File: config.mk
export PLATFORM = sky130hd
export DESIGN_NAME = stm32_readback
export DESIGN_NICKNAME = d
export VERILOG_FILES = /design/src/rtl/stm32_readback.sv
export SDC_FILE = /design/constraint.sdc
export NUM_CORES = 1
export LEC_CHECK = 0
export CORE_UTILIZATION = 44
export DETAILED_ROUTE_END_ITERATION = 7
export DONT_BUFFER_PORTS = 1
export PLACE_DENSITY = 0.64
export SLEW_MARGIN = 20
export SYNTH_ARGS = -nofsm -noshare
export SYNTH_HDL_FRONTEND = slang
export SYNTH_SLANG_ARGS = --single-unit
File: constraint.sdc
create_clock -name CLK -period 2.7 [get_ports CLK]
set_input_delay 0.54 -clock CLK [delete_from_list [all_inputs] [get_ports CLK]]
set_output_delay 0.54 -clock CLK [all_outputs]
set_load 0.01 [all_outputs]
File: src/rtl/stm32_readback.sv
// stm32_readback: halts the CPU, takes memory port 2 and streams DEPTH bytes to the STM32 over a VALID/ACK bus.
// Define READBACK_CHECKSUM_EN to append a mod-256 sum of the streamed bytes as a final byte.
module stm32_readback #(
  parameter logic [31:0] START_ADDR = 32'd0,
  parameter int unsigned DEPTH      = 65536,
  parameter int unsigned MEM_LAT    = 1
) (
  input  logic        CLK,
  input  logic        RST,
  input  logic [1:0]  progCtl,
  output logic [9:0]  progOut,
  input  logic        cpu_RST,
  input  logic        memWrite,
  input  logic        memRead2,
  input  logic [31:0] addr2,
  input  logic [1:0]  size,
  input  logic        sign,
  input  logic [31:0] memDout2,
  output logic        prog_RST,
  output logic        prog_memWrite,
  output logic        prog_memRead2,
  output logic [31:0] prog_addr2,
  output logic [1:0]  prog_size,
  output logic        prog_sign
);

  localparam int unsigned     LW       = (MEM_LAT > 1) ? $clog2(MEM_LAT) : 1;
  localparam logic [LW-1:0]   LAT_INIT = LW'(MEM_LAT - 1);
  localparam logic [LW-1:0]   LAT_ONE  = LW'(1);
  localparam logic [31:0]     LAST     = 32'(DEPTH - 1);

  typedef enum logic [3:0] {
    S_IDLE,
    S_READ,
    S_WAIT,
    S_PRESENT,
    S_ACKED,
    S_NEXT,
    S_DONE,
`ifdef READBACK_CHECKSUM_EN
    S_CSUM,
    S_CSUM_ACKED,
`endif
    S_RELEASE
  } state_t;

  state_t        state_q, state_d;
  logic [31:0]   cnt_q, cnt_d;
  logic [7:0]    data_q, data_d;
  logic [LW-1:0] lat_q, lat_d;
  logic          ack_q;
`ifdef READBACK_CHECKSUM_EN
  logic [7:0]    sum_q, sum_d;
`endif

  logic req, ack, ack_rise;
  logic unused_dout_hi;

  assign req            = progCtl[0];
  assign ack            = progCtl[1];
  // ACK must be seen rising in PRESENT, so a level held over from an earlier byte or a reset cannot take a byte
  assign ack_rise       = ack & ~ack_q;
  assign unused_dout_hi = ^memDout2[31:8];

  always_ff @(posedge CLK) begin
    if (!RST) begin
      state_q <= S_IDLE;
      cnt_q   <= '0;
      data_q  <= '0;
      lat_q   <= '0;
      ack_q   <= 1'b0;
`ifdef READBACK_CHECKSUM_EN
      sum_q   <= '0;
`endif
    end else begin
      state_q <= state_d;
      cnt_q   <= cnt_d;
      data_q  <= data_d;
      lat_q   <= lat_d;
      ack_q   <= ack;
`ifdef READBACK_CHECKSUM_EN
      sum_q   <= sum_d;
`endif
    end
  end

  always_comb begin
    state_d = state_q;
    cnt_d   = cnt_q;
    data_d  = data_q;
    lat_d   = lat_q;
`ifdef READBACK_CHECKSUM_EN
    sum_d   = sum_q;
`endif
    // Dropping REQ anywhere in a transfer is both the abort and the normal exit from DONE
    if (!req && state_q != S_IDLE && state_q != S_RELEASE) begin
      state_d = S_RELEASE;
      cnt_d   = '0;
    end else begin
      case (state_q)
        S_IDLE: begin
`ifdef READBACK_CHECKSUM_EN
          sum_d = '0;
`endif
          if (req) state_d = S_READ;
        end
        S_READ: begin
          lat_d   = LAT_INIT;
          state_d = S_WAIT;
        end
        S_WAIT: begin
          if (lat_q == '0) begin
            data_d  = memDout2[7:0];
`ifdef READBACK_CHECKSUM_EN
            sum_d   = sum_q + memDout2[7:0];
`endif
            state_d = S_PRESENT;
          end else begin
            lat_d = lat_q - LAT_ONE;
          end
        end
        S_PRESENT: if (ack_rise) state_d = S_ACKED;
        S_ACKED:   if (!ack) state_d = S_NEXT;
        S_NEXT: begin
          if (cnt_q == LAST) begin
`ifdef READBACK_CHECKSUM_EN
            state_d = S_CSUM;
`else
            state_d = S_DONE;
`endif
          end else begin
            cnt_d   = cnt_q + 32'd1;
            state_d = S_READ;
          end
        end
`ifdef READBACK_CHECKSUM_EN
        S_CSUM:       if (ack_rise) state_d = S_CSUM_ACKED;
        S_CSUM_ACKED: if (!ack) state_d = S_DONE;
`endif
        S_RELEASE: begin
          cnt_d   = '0;
`ifdef READBACK_CHECKSUM_EN
          sum_d   = '0;
`endif
          state_d = S_IDLE;
        end
        default: state_d = state_q;
      endcase
    end
  end

  always_comb begin
    prog_RST      = 1'b1;
    prog_memWrite = 1'b0;
    prog_memRead2 = 1'b0;
    prog_addr2    = START_ADDR + cnt_q;
    prog_size     = 2'b00;
    prog_sign     = 1'b0;
    progOut       = {2'b00, data_q};
    case (state_q)
      S_IDLE: begin
        prog_RST      = cpu_RST;
        prog_memWrite = memWrite;
        prog_memRead2 = memRead2;
        prog_addr2    = addr2;
        prog_size     = size;
        prog_sign     = sign;
        progOut       = '0;
      end
      S_READ:    prog_memRead2 = 1'b1;
      S_PRESENT: progOut[8] = 1'b1;
      S_DONE:    progOut[9] = 1'b1;
`ifdef READBACK_CHECKSUM_EN
      S_CSUM:       progOut = {2'b01, sum_q};
      S_CSUM_ACKED: progOut = {2'b00, sum_q};
`endif
      S_RELEASE: progOut = '0;
      default:   progOut = {2'b00, data_q};
    endcase
  end

endmodule

==> impl_results.md <==
* Die Wd at 81.22 µm
* N_diodes at 0
* Vias in the first global route at 1998
* Reg-to-reg critical path startpoint: cnt_q[0]$_SDFFE_PP0P_
* Vias/cell at roughly 6
* Share of layout cells above drive strength 1 at 0.1881
* DR iter-0 viols at between 90 and 100
* WL per Instance at between 15 and 20 µm
* Place WS at 0.5600 ns
* Final min period at 2.410 ns
* Final nets at between 300 and 400
* I/O pin total at 122
* Setup TNS Final at 0 ns
* H-Tree Depth at 2
* Period utilisation layout at 0.8925
* CTS root buf: clkbuf_8
* WP data required at between 2 and 2.5 ns
* Tot GR Track Use at 0.1905
* Hpwl dp at approximately 4400 µm
* Mapped Area at 2761 µm²
* Worst Hold Path EP: state_q[2]$_SDFFE_PN0P_
* Final setup vio count at 0
* Most common cell after layout, fill and taps aside: dfxtp_1
* Startpoint types: flop
* Peak Freq at a little over 0.4 GHz
* Cts hold-fix bufs at 0
* Max-Cap Viols at 0
* Primary FF master, synth: dfxtp_1
* Global-route wire length before repair at about 9700 µm
* Ys async rst share at 0
* Setup slack, reg-to-reg at ~0.55 ns
* Synthesis warning total at 0
* Lkg Pwr at 1.015 nW
* RSZ-0062 raised after global routing: no
* Max-slew violation count at 0
* Maximum vdd drop at approximately 340 µV
* Crit path DAT at approximately 1.9 ns
* Die H at between 80 and 90 µm
* Worst hold path type: in2reg
* Clk buf depth at 2
* Setup CP Type: reg2out
* Inserted Clock Buffers at 5
* Initial Util at 0.4609
* DR vias at 2345
* Register area share after synthesis at 0.3190
* Layout Skew at roughly 0.0066 ns
* Status: completed
* TritonCTS clock tree: yes
* WHS Path Cells at 1
* Postcts setup bufs at 0
* Syn avg cell area at 8.497 µm²
* Post-CTS Resized at 0
* Full die area at 6597 µm²
* Number of enable flip-flop cells after synthesis at 0
* Routability cong. at between 0.8 and 0.9
* CP Max Fanout at 39
* DRT antenna net count at 0
* Port bufs at 0
* Core ar. at approximately 6000 µm²
* Slew HR at 0.4606
* Critical R2R Capture: cnt_q[13]$_SDFFE_PP0P_
* Num rows at 28
* DR pass1 iterations at 4
* Total gr overflow at 0
* Worst Tran Pin Value at around 0.8 ns
* Initial antenna violation count at 0
* Worst setup EP type: output pin
* Critical path startpoint: state_q[2]$_SDFFE_PN0P_
* Worst-path clk slew at 0.08 ns
* Post-synthesis net count at 400
* Fin. Hold Viols at 0
* Post-Synthesis Cells at around 330
* Worst Hold Launch: progCtl[0]
* WL final at 6053 µm
* Yosys reg bits at 44
* DRC Markers at 0
* Final WS setup at roughly 0.29 ns
* Worst skew pair latency at 0.30 ns
* Synth unique cells at about 50
* Pwr dens at 725.2 nW/µm²
* Clock Sink Count at 44
* Synth-to-Final Area Change at 5.256%
* Largest net degree at the start of global routing at 40
* Worst r2r path cells at 6
* Most frequent cells in the layout: 44 x dfxtp_1, 31 x mux2_2, 26 x nor2_1
-- cells in the mapped netlist (4+ instances only) --
master    number  area share
and4_1         6       0.019
nand2_1       20       0.027
a21oi_1       21       0.038
nor2_1        26       0.035
o31ai_1        7       0.019
or4_1          8       0.022
and3_1         4      0.0091
dfxtp_1       44        0.32
mux2i_1        9       0.033
nor3_1         5      0.0091
o21ai_0       19       0.034
and2_1        17       0.039
nand4_1       13       0.029
clkbuf_1      13       0.018
inv_1          6      0.0082
mux2_2        31        0.13
nand3_1        8       0.014
nor4_1         5       0.011
or3_1         11       0.025
xor2_1         9       0.029
-- report_power, final --
part / leakage, nW / internal, W / switching (W)
sequential: 0.356 / 0.000683 / 0.0000757
clock: 0.0552 / 0.000275 / 0.000229
combinational: 0.604 / 0.000349 / 0.000496
-- worst max-delay path, stage by stage, from the launching register on --
cell     delay (ns)
dfxtp_1        0.46
nor3_2         0.25
buf_4          0.43
mux2_2         0.43
-- sequential cells by signal, indices dropped and copies added (netlist names) --
register	flops
ack_q	1
cnt_q	32
data_q	8
state_q	3
-- logic make-up (layout without fill, tap and decap cells) --
group,count (synthesis),count (layout),share of synthesized area
DFF,44,44,0.3190
buffers and inverters,26,20,0.04667
xor gates and xnor gates,10,10,0.03172
adders and majority gates,1,1,0.004530
AOI/OAI and AO/OA,59,59,0.1287
and+or+nand+nor,145,145,0.3104
muxes,40,40,0.1590
-- metal layers --
metal  up-vias  GRT usage  share of wire
met4         0    0.05357          0.011
met3         5    0.03483          0.043
met1      1093     0.2490           0.46
li1       1191          -              -
met2        56     0.3185           0.49
met5         -          0              0
-- how the worst max path moves through the flow --
stage	end	slack (ns)	cells past startpoint
floorplan	prog_addr2[28]	0.45	5
global placement	cnt_q[21]$_SDFFE_PP0P_	0.60	5
detailed placement	cnt_q[13]$_SDFFE_PP0P_	0.56	6
CTS	prog_addr2[30]	0.27	3
global route	prog_addr2[30]	0.17	3
finish	prog_addr2[30]	0.29	3
-- cell type report --
cell class,count,area [µm²]
clock buffers,6,72.57
clock inverters,2,35.03
multi-input cells,255,1757
flip-flops and latches,44,880.8
fillers,595,3084
well taps,75,93.84
repair buffers,6,45.04
inverters,6,22.52
-- stage by stage --
stage,area [µm²],hold slack (ns),instances,power (W),util
final,2907,0.3409,394,0.002108,0.4852
after CTS,2907,0.3351,394,0.002133,0.4852
after global placement,2799,0.4651,386,0.001619,0.4672
after global routing,2907,0.3365,394,0.002250,0.4852
after detailed placement,2799,0.4778,386,0.001628,0.4672
after floorplan,2761,0.4515,325,0.001508,-
Power figures use the tool's default switching activity.
